File: config.mk
export PLATFORM = sky130hd
export DESIGN_NAME = pipe_issue_scheduler
export DESIGN_NICKNAME = d
export VERILOG_FILES = /design/src/rtl/pipe_issue_scheduler.sv
export SDC_FILE = /design/constraint.sdc
export NUM_CORES = 1
export LEC_CHECK = 0
export CAP_MARGIN = 20
export CORE_MARGIN = 1
export CORE_UTILIZATION = 30
export DETAILED_ROUTE_END_ITERATION = 12
export GPL_ROUTABILITY_DRIVEN = 1
export PLACE_DENSITY = 0.53
export SYNTH_ARGS = -nofsm -noshare
export SYNTH_HDL_FRONTEND = slang
export SYNTH_SLANG_ARGS = --single-unit
File: constraint.sdc
create_clock -name clk -period 6 [get_ports clk]
set_input_delay 0.9 -clock clk [delete_from_list [all_inputs] [get_ports clk]]
set_output_delay 0.9 -clock clk [all_outputs]
set_load 0.02 [all_outputs]
File: src/rtl/pipe_issue_scheduler.sv
`default_nettype none
// ============================================================================
// Module      : pipe_issue_scheduler
// Description : Round-robin, credit-gated issue into a fixed-latency pipeline
//               with tagged in-order result return and a flush/drain handshake.
// Revision    : 1.0 - initial release
// ============================================================================
module pipe_issue_scheduler #(
    parameter int NUM_IN = 4,
    parameter int WIDTH  = 32,
    parameter int RWIDTH = 32,
    parameter int LAT    = 8,
    parameter int DEPTH  = 16,
    parameter int ID_W   = $clog2(NUM_IN)
) (
    input  logic                    clk,
    input  logic                    rst,
    input  logic [NUM_IN-1:0]       valid_us,
    input  logic [NUM_IN*WIDTH-1:0] data_us,
    output logic [NUM_IN-1:0]       stall_us,
    output logic                    pipe_valid,
    output logic [WIDTH-1:0]        pipe_data,
    input  logic                    ret_valid,
    input  logic [RWIDTH-1:0]       ret_data,
    output logic                    valid_ds,
    output logic [RWIDTH-1:0]       data_ds,
    output logic [ID_W-1:0]         id_ds,
    input  logic                    stall_ds,
    input  logic                    flush,
    output logic                    flush_done,
    output logic                    err
);

    localparam int         c_CW    = $clog2(DEPTH + 1);
    localparam int         c_PW    = $clog2(DEPTH);
    localparam logic [1:0] c_RUN   = 2'd0;
    localparam logic [1:0] c_DRAIN = 2'd1;
    localparam logic [1:0] c_DONE  = 2'd2;
    localparam logic [LAT-1:0] c_TAIL_MASK = LAT'(1) << (LAT - 1);

    logic [1:0]        r_state;
    logic [1:0]        w_state_next;
    logic [ID_W-1:0]   r_rr_ptr;
    logic [c_CW-1:0]   r_credits;
    logic              w_grant_en;
    logic              w_grant;
    logic [ID_W-1:0]   w_gnt_idx;
    logic [ID_W-1:0]   w_scan_idx;
    logic [NUM_IN-1:0] w_grant_vec;

    logic              r_pipe_valid;
    logic [WIDTH-1:0]  r_pipe_data;
    logic [ID_W-1:0]   r_issue_tag;

    logic [LAT-1:0]    r_tp_valid;
    logic [ID_W-1:0]   r_tp_tag [LAT];
    logic              w_tail_valid;
    logic              w_fifo_wr;
    logic              r_err;

    logic [RWIDTH-1:0] r_fifo_data [DEPTH];
    logic [ID_W-1:0]   r_fifo_id [DEPTH];
    logic [c_PW-1:0]   r_wptr;
    logic [c_PW-1:0]   r_rptr;
    logic [c_CW-1:0]   r_count;
    logic [c_CW-1:0]   w_count_next;
    logic              w_pop;
    logic              w_drained;

    // Gating on rst keeps every requester stalled while reset is held.
    assign w_grant_en = rst && (r_state == c_RUN) && (r_credits != '0);

    // Descending scan so the nearest requester at or after rr_ptr wins.
    always_comb begin
        w_grant    = 1'b0;
        w_gnt_idx  = '0;
        w_scan_idx = '0;
        for (int k = NUM_IN - 1; k >= 0; k--) begin
            w_scan_idx = ID_W'((int'(r_rr_ptr) + k) % NUM_IN);
            if (valid_us[w_scan_idx]) begin
                w_grant   = w_grant_en;
                w_gnt_idx = w_scan_idx;
            end
        end
    end

    assign w_grant_vec = w_grant ? (NUM_IN'(1) << w_gnt_idx) : '0;
    assign stall_us    = valid_us & ~w_grant_vec;

    always_ff @(posedge clk or negedge rst) begin
        if (!rst) begin
            r_pipe_valid <= 1'b0;
            r_pipe_data  <= '0;
            r_issue_tag  <= '0;
            r_rr_ptr     <= '0;
        end else begin
            r_pipe_valid <= w_grant;
            if (w_grant) begin
                r_pipe_data <= data_us[w_gnt_idx*WIDTH +: WIDTH];
                r_issue_tag <= w_gnt_idx;
                r_rr_ptr    <= (w_gnt_idx == ID_W'(NUM_IN - 1)) ? '0 : w_gnt_idx + ID_W'(1);
            end
        end
    end

    // Tag pipe tail lines up with ret_valid for the same issue.
    always_ff @(posedge clk or negedge rst) begin
        if (!rst) begin
            r_tp_valid <= '0;
            for (int s = 0; s < LAT; s++) r_tp_tag[s] <= '0;
        end else begin
            r_tp_valid[0] <= r_pipe_valid;
            r_tp_tag[0]   <= r_issue_tag;
            for (int s = 1; s < LAT; s++) begin
                r_tp_valid[s] <= r_tp_valid[s-1];
                r_tp_tag[s]   <= r_tp_tag[s-1];
            end
        end
    end

    assign w_tail_valid = r_tp_valid[LAT-1];
    assign w_fifo_wr    = ret_valid && w_tail_valid;
    assign w_pop        = (r_count != '0) && !stall_ds;

    always_ff @(posedge clk or negedge rst) begin
        if (!rst) r_err <= 1'b0;
        else      r_err <= r_err | (ret_valid != w_tail_valid);
    end

    always_ff @(posedge clk) begin
        if (w_fifo_wr) begin
            r_fifo_data[r_wptr] <= ret_data;
            r_fifo_id[r_wptr]   <= r_tp_tag[LAT-1];
        end
    end

    always_comb begin
        w_count_next = r_count;
        case ({w_fifo_wr, w_pop})
            2'b10:   w_count_next = r_count + c_CW'(1);
            2'b01:   w_count_next = r_count - c_CW'(1);
            default: w_count_next = r_count;
        endcase
    end

    always_ff @(posedge clk or negedge rst) begin
        if (!rst) begin
            r_wptr    <= '0;
            r_rptr    <= '0;
            r_count   <= '0;
            r_credits <= c_CW'(DEPTH);
        end else begin
            r_count <= w_count_next;
            if (w_fifo_wr) r_wptr <= (r_wptr == c_PW'(DEPTH - 1)) ? '0 : r_wptr + c_PW'(1);
            if (w_pop)     r_rptr <= (r_rptr == c_PW'(DEPTH - 1)) ? '0 : r_rptr + c_PW'(1);
            case ({w_grant, w_pop})
                2'b10:   r_credits <= r_credits - c_CW'(1);
                2'b01:   r_credits <= r_credits + c_CW'(1);
                default: r_credits <= r_credits;
            endcase
        end
    end

    // Looks one edge ahead so DONE is reached the cycle after the last pop.
    assign w_drained = !r_pipe_valid && ((r_tp_valid & ~c_TAIL_MASK) == '0) &&
                       (w_count_next == '0);

    always_comb begin
        w_state_next = r_state;
        case (r_state)
            c_RUN:   if (flush)     w_state_next = c_DRAIN;
            c_DRAIN: if (w_drained) w_state_next = c_DONE;
            c_DONE:  if (!flush)    w_state_next = c_RUN;
            default: w_state_next = c_RUN;
        endcase
    end

    always_ff @(posedge clk or negedge rst) begin
        if (!rst) r_state <= c_RUN;
        else      r_state <= w_state_next;
    end

    assign pipe_valid = r_pipe_valid;
    assign pipe_data  = r_pipe_data;
    assign valid_ds   = (r_count != '0);
    assign data_ds    = r_fifo_data[r_rptr];
    assign id_ds      = r_fifo_id[r_rptr];
    assign flush_done = (r_state == c_DONE);
    assign err        = r_err;

endmodule
`default_nettype wire

# [Yosys cells after proc, flatten, opt, wreduce, memory -nomap -nowiden]
# Memory sizes are Yosys's and may differ from the RTL's.
# Cells that the tools add are included.
[classes] addsub=10 order_cmp=4 eq_ne=13 n_shift=2 muxes=28 bitwise=3 n_reduce_logical=15
[ops] cell="$shiftx 128x8->32" n=1
[ops] cell="$pmux 5 s2" n=2
[ops] cell="$mux 2" n=8
[ops] cell="$lt 2x3->1 const B" n=4
[ops] cell="$mux 4" n=3
[ops] cell="$add 5x1->5 const B" n=2
[ops] cell="$mux 1" n=10
[ops] cell="$reduce_bool 5->1" n=2
[ops] cell="$sub 5x1->5 const B" n=2
[ops] cell="$add 4x1->4 const B" n=2
[ops] cell="$bmux 1 s2" n=4
[ops] cell="$eq 2x2->1 const B" n=4
[ops] cell="$eq 4x4->1 const B" n=2
[ops] cell="$logic_not 8->1" n=1
[ops] cell="$eq 2x1->1 const B" n=3
[ops] cell="$logic_and 1x1->1" n=6
[ops] cell="$ne 2x2->1 const B" n=3
[ops] cell="$pmux 2 s3" n=1
[ops] cell="$logic_not 5->1" n=1
[ops] cell="$add 2x1->2 const B" n=2
[ops] cell="$add 2x2->2 const B" n=2
[ops] cell="$and 4x4->4" n=1
[ops] cell="$not 4->4" n=1
[ops] cell="$shl 1x2->4 const A" n=1
[ops] cell="other kinds (6)" n=7
[totals] ff_bits=82 mem_bits_rw=544 input_bits=169 out_inout_bits=74 wordCells=96 n_memories=2
[memory_table] memory="r_fifo_data" words=16 word_bits=32 read_ports=1 rd_clocked_by_memory_dff=0 wr=1 line="61" source="logic [RWIDTH-1:0] r_fifo_data [DEPTH];"
[memory_table] memory="r_fifo_id" words=16 word_bits=2 read_ports=1 rd_clocked_by_memory_dff=0 wr=1 line="62" source="logic [ID_W-1:0] r_fifo_id [DEPTH];"

# [Depth between registers and ports, before layout]
[logic_depth] word_depth=11 mapped_depth=12

# [Worst setup path after synthesis]
# OpenSTA, ideal clock, no wires.
[synth_timing] path_type="input port to flip-flop" start="in ret_valid" end="mem r_fifo_data[11][0] (enable)" setup_time_ns=0.475 arrival_time_ns=3.891 required_time_ns=5.525 path_slack_ns=1.635 cell_stages=4 path_buffers=1 cell_sequence="ha_1 -> buf_2 -> nand2_1 -> nor3b_1"
[synth_via] elab_chain_len=3
[synth_lines] item="start, declared" line="23" source="input logic ret_valid,"
[synth_lines] item="$logic_and 1x1->1" line="122" source="assign w_fifo_wr = ret_valid && w_tail_valid;"
[synth_lines] item="$mux 1" line="131" source="if (w_fifo_wr) begin"
[synth_lines] item="$mux 1 (implied by the code)" line="132" source="r_fifo_data[r_wptr] <= ret_data;"
[synth_lines] item="end, declared" line="61"
# Every way passes these cells.

# [Final worst setup path]
[layout_timing] start="reg r_rptr[0]" end="out data_ds[5]"
[layout_via] elab_chain_len=1
[layout_lines] item="start, declared" line="64" source="logic [c_PW-1:0] r_rptr;"
[layout_lines] item="start signal, assigned" line="155" source="if (w_pop) r_rptr <= (r_rptr == c_PW'(DEPTH - 1)) ? '0 : r_rptr + c_PW'(1);"
[layout_lines] item="$mem_v2 16x32"
[layout_lines] item="end, declared" line="26" source="output logic [RWIDTH-1:0] data_ds,"
# Every way passes these cells.

==> results by group <==
Power
  – Clock power share: 0.291
  – Int Power: between 9 and 10 mW
  – Peak VDD IR: 0.419 mV
  – Pwr Total: approximately 14 mW
  – P_sw: between 4 and 5 mW
  – Total power per unit cell area: approximately 440 nW/um^2
  – Power share of the combinational group: 0.316
  – Switching Fraction: 0.318
  – Leakage: roughly 11 nW
  – Sequential Power Share: 0.393

Timing
  – Fmax: 223 MHz
  – Minimum clock period: ~4.5 ns
  – Setup TNS: 0 ns
  – Clock skew: 0.0286 ns
  – Slew Viols, Final: 0
  – Final Hold Vio Count: 0
  – Final setup violation count: 0
  – Least-Margin Pin Slew: 1.05 ns
  – RSZ-0062 raised after global routing: no
  – Rel. slew slack: 0.303
  – Tcrit/Tclk final: 0.748

Cells and area
  – Layout cells sized above 1: 0.234
  – Area Growth Syn to Fin: 23.0%
  – Final nets: ~1800
  – # diodes: 0

Synth
  – Cell taking the most area after synthesis: edfxtp_1
  – Post-Syn Instances: 1357
  – EDFF count, synth: between 500 and 600
  – Register area share after synthesis: 0.712
  – Top-count cell post-synth: edfxtp_1
  – Syn Nets: 1543
  – Syn_area_per_cell: 19.0 um^2
  – Ys async rst share: 0.131
  – Total number of yosys warnings: 0
  – Top cells by area, synth: edfxtp_1, mux4_2, dfrtp_1, a211oi_2, and3_1
  – Commonest cells in the netlist: edfxtp_1, mux4_2, dfrtp_1
  – Netlist cell types: 63
  – Yosys top cell area share: 0.632
  – Register bit total from synthesis: about 630
  – Synth Flop Type: edfxtp_1
  – Mapped cell area: 25800 um^2

GRT
  – Largest net degree at the start of global routing: slightly below 70
  – Grt peak-use layer: met2
  – Overflow after GRT: 0
  – Met3 global-route usage: 0.0376
  – First-pass GRT wire length: between 90000 and 100000 um
  – Initial antenna violation count: 2
  – Vias in the first global route: about 14000
  – Met2 Use GR: 0.234
  – GR Util All Layers: 0.141
  – Met1 usage: 0.183

Clocking
  – Clk Latency, worst-skew pair: between 0.6 and 0.7 ns
  – Sinks on Clock Net: between 600 and 700
  – Post-CTS sizing: 0
  – Clock-pin slew on the worst setup and hold paths: ~0.06 ns
  – # hold bufs at CTS: 0
  – Total CTS buffers: slightly above 70
  – Post-CTS setup buffers: 0
  – Root Buffer: clkbuf_16
  – H-tree Lvls: 3
  – Longest Clk Path Bufs: 3
  – TritonCTS clock tree: done

Worst setup path
  – Crit path max fanout: between 50 and 60
  – Required @ worst endpoint: approximately 5.1 ns
  – Endpoint type of the worst setup path: output pin
  – CP Class: reg -> out
  – Startpoint Class: flop
  – Arrival time worst endpoint: between 3 and 4 ns

Run status
  – Status: complete, no violations

Floorplan
  – Die H: between 200 and 300 um
  – Die Wd: between 200 and 300 um
  – Die ar.: roughly 87000 um^2
  – Ports: ~240
  – Site Rows: between 100 and 150
  – Core area: 85300 um^2
  – Initial core utilization: 0.303

Placed design
  – HPWL after detailed placement: between 30000 and 40000 um
  – Final Wtd Congestion: around 0.80
  – # port buffers: roughly 240

Routing
  – Number of remaining DRC errors: 0
  – Avg WL per Cell: roughly 22 um
  – Routed vias: between 10000 and 15000
  – Iter 0 DRT Violations: a little over 700
  – Routed WL: between 60000 and 70000 um
  – Post-DR vias/cell: 4.80
  – Final ANT Viol Nets: 0
  – DRT Pass-1 Iters: 4

Min path
  – Min-delay worst type: in -> async

Job
  – MaxCap Viol Count: 0
[power groups by stage]
stage / Clock [mW] / Sequential, mW / Combinational, mW
global placement: 0 / 5.58 / 4.46
CTS: 4.19 / 5.51 / 4.52
floorplan: 0 / 5.36 / 3.16
global route: 4.36 / 5.55 / 4.79
finish: 4.06 / 5.49 / 4.41
detailed placement: 0 / 5.59 / 4.50
[registers in the layout, indices dropped and copies added, names as in the netlist]
register / cells
err: 1
pipe_data: 32
pipe_valid: 1
r_count: 5
r_credits: 5
r_fifo_data: 512
r_fifo_id: 32
r_issue_tag: 2
r_rptr: 4
r_rr_ptr: 2
r_state: 2
r_tp_tag: 16
r_tp_valid: 8
r_wptr: 4
[worst max-delay path: stages, from the launching register on]
cell	delay (ns)
dfrtp_4	0.80
buf_12	0.42
mux4_2	0.57
nor2b_1	0.15
a211oi_1	0.25
a21oi_1	0.12
clkdlybuf4s50_1	0.60
[layout make-up]
class	count	area (um^2)
sequential	626	18400
multi-input combinational	627	6920
tap	1144	1430
fill	7903	53500
inverter	12	57.6
clock inverter	39	312
timing repair buffer	278	2750
clock buffer	89	1900
[stage by stage]
stage	std cells	hold WS, ns	setup WS, ns	util	area, um^2
floorplan	1357	0.331	1.63	-	25800
detailed placement	2686	0.335	1.64	0.346	29500
finish	2815	0.290	1.51	0.372	31800
CTS	2814	0.279	1.34	0.372	31800
global route	2815	0.318	1.21	0.372	31800
global placement	2685	0.332	1.65	0.346	29500
[final timing paths]
kind | from | endpoint | slack [ns] | depth (start not counted)
max reg2reg | r_count[2]$_DFF_PN0_ | r_credits[4]$_DFFE_PN1P_ | 2.86 | 10
max | r_rptr[0]$_DFFE_PN0P_ | data_ds[5] | 1.51 | 6
min in group clk | r_tp_tag[3]$_DFF_PN0_ | r_tp_tag[1]$_DFF_PN0_ | 0.35 | 0
min reg2reg | r_tp_tag[3]$_DFF_PN0_ | r_tp_tag[1]$_DFF_PN0_ | 0.35 | 0
max in group asynchronous | rst | pipe_data[15]$_DFFE_PN0P_ | 4.73 | 2
min | rst | pipe_data[23]$_DFFE_PN0P_ | 0.29 | 1
[cell usage in the layout (no fill, tap or decap), types with 16 or more instances in the layout]
| master | count |
|---|---|
| mux2i_1 | 37 |
| a21oi_1 | 44 |
| clkdlybuf4s50_1 | 241 |
| clkinv_1 | 17 |
| o31ai_2 | 29 |
| dfrtp_1 | 77 |
| and3_1 | 66 |
| nor2b_1 | 39 |
| nand2_1 | 49 |
| a211oi_2 | 57 |
| a211oi_1 | 41 |
| mux4_2 | 136 |
| ha_1 | 16 |
| edfxtp_1 | 544 |
| clkbuf_16 | 73 |
| buf_4 | 31 |
[logic make-up (layout without fill, tap and decap cells)]
group | after synthesis | count (layout) | synth area share
compound gates | 211 | 211 | 0.0731
flops | 626 | 626 | 0.712
fa+ha+maj | 17 | 17 | 0.00852
mux | 176 | 176 | 0.134
buf+inv | 104 | 418 | 0.0222
xor+xnor | 9 | 9 | 0.00305
simple gates | 214 | 214 | 0.0472
[routing by layer]
metal / up-vias / routed length (um) / part of all wire
li1: 6058 / - / -
met4: 4 / 1200 / 0.020
met2: 350 / 30000 / 0.49
met5: - / 26 / 0.00043
met3: 92 / 3510 / 0.057
met1: 7006 / 26300 / 0.43
(Power assumes the default switching activity.)
==> patch (same settings) <==
`DEPTH`: 16 -> 32.
--- a/src/rtl/pipe_issue_scheduler.sv
+++ b/src/rtl/pipe_issue_scheduler.sv
@@ -11,5 +11,5 @@
     parameter int RWIDTH = 32,
     parameter int LAT    = 8,
-    parameter int DEPTH  = 16,
+    parameter int DEPTH  = 32,
     parameter int ID_W   = $clog2(NUM_IN)
 ) (
Function: no difference found for any inputs over 4 cycles, from zero or initial values and one cycle with rst low; that may be too few to reach the edited logic, so the function may still have changed.
==> patch against the unedited design <==
Sequential power is 76% higher; via count is 66% higher; wire length increased by 98%; design area grew 75%; die area rose by 78%; total power is 65% higher; register-to-register slack worse by 0.66 ns; synthesized cell count grew 48%; critical path type unchanged; final cell count is 60% higher; sequential cell count up 548; area after synthesis increased by 78%; clock skew is 0.013 ns higher; utilization down 0.75 points; worst setup slack lost 0.56 ns.
==> patch: results (changes against the unedited design) <==
[placement]
dpl.cell_count = 4253  ; +58%
post-dp-hpwl_um = 66500  ; +88%
placed_area_um2 = 51600  ; +75%
pre_cts_ws_ns = 1.44  ; -0.199 ns

[critical_path]
critical-path-max-stage-delay_ns = 0.98  ; +0.18 ns
critical_path.max_fanout = 34  ; -33%
cp_data_arrival_time_ns = 4.15  ; +0.56 ns

[status]
outcome = finished, final reports clean

[sta]
worstMarginPinSlew_ns = 1.10  ; +0.0500 ns

[synthesis]
ys_top_cells_by_area = edfxtp_1, mux4_2, dfrtp_1, mux2i_1, mux2_2
synth_compound_area_share_pct = 0.825  ; -6.5 points
synth-adder-area-share_pct = 0.559  ; -0.29 points
synth-edff-count = 1088  ; +100%
syn_nets = 2203  ; +43%
synth.yosys.seq_area_share_pct = 75.6  ; +4.4 points
syn_inst = 2014  ; +48%
ys_types = 54  ; -14%
async_flop_share_pct = 7.33  ; -5.8 points
synth-xor-area-share_pct = 0.133  ; -0.17 points

[drt]
drt_iter0_drc = 1953  ; +170%
wl_um = 121000  ; +98%
num_vias = 22500  ; +66%
firstDrtPassIters = 5  ; +1

[final_layout]
nNetsFinal = 2541  ; +41%
fillers = 13800  ; +75%
instances_no_fill = 4491  ; +60%
drive_above_1_share_pct = 28.9  ; +5.5 points

[global_routing]
grt_pass1_wl_um = 172000  ; +88%
grt_pass1_vias = 23800  ; +65%
antenna_found_initial = 7  ; +5
grt_max_degree = 77  ; +13%

[floorplanning]
num_rows = 143  ; +34%

[power_and_ir_drop]
irDropWorstVdd_mv = 0.378  ; -9.7%
p_per_area_nw_per_um2 = 414  ; -5.8%

[clocking]
numCtsBuffers = 121  ; +68%

==> patch: worst paths after layout <==
kind	start	end	slack (ns)	cells after the start
min reg2reg	r_tp_tag[15]	r_tp_tag[13]	0.34	0
max	r_rptr[0]	data_ds[1]	0.95	5
min	rst	r_tp_tag[6]	0.31	2
min in group clk	r_tp_tag[15]	r_tp_tag[13]	0.34	0
max reg2reg	r_count[1]	r_state[0]	2.20	11
max in group asynchronous	rst	r_rptr[2]	4.59	3
==> patch: logic make-up after synthesis <==
group | after synthesis
multiplexers | 508
adder cells (fa/ha/maj) | 20
flip-flops | 1174
AND/OR/NAND/NOR | 126
XOR/XNOR | 7
AO/OA/AOI/OAI | 59
buffers and inverters | 120
==> patch: area by class of cell <==
| class | count | area share [%] |
|---|---|---|
| Sequential cell | 1174 | 62.7 |
| Multi-Input combinational cell | 720 | 19.7 |
| Timing Repair Buffer | 322 | 6.03 |
| Clock buffer | 141 | 5.58 |
| Tap cell | 2030 | 4.57 |
| Clock inverter | 90 | 1.32 |
| Inverter | 13 | 0.0878 |
| Antenna cell | 1 | 0.00450 |
==> patch: power breakdown <==
| part | internal (mW) | leakage [nW] | switching, mW |
|---|---|---|---|
| clock network | 4.09 | 1.89 | 3.17 |
| registers | 9.24 | 10.9 | 0.446 |
| logic | 3.06 | 5.04 | 2.98 |
| total | 16.4 | 17.8 | 6.60 |
==> patch: critical path, delay by kind of cell (launching register included) <==
family	cells	cell delay (ns)
multiplexers	3	1.37
flip-flops	1	0.98
buffers and inverters	2	1.03
==> patch: through the flow <==
stage          power (mW)  hold WS, ns
2_1_floorplan        13.5        0.331
3_3_place_gp         15.9        0.337
3_5_place_dp         16.0        0.336
4_1_cts              23.3        0.295
5_1_grt              23.9        0.313
6_report             23.0        0.308
==> patch: layer usage <==
metal / vias to the layer above / wire (um) / global-route usage, %
met1: 12300 / 53300 / 21.6
met5: - / 27 / 0
li1: 9217 / - / -
met4: 4 / 2480 / 3.62
met3: 164 / 7570 / 3.27
met2: 844 / 57500 / 24.6
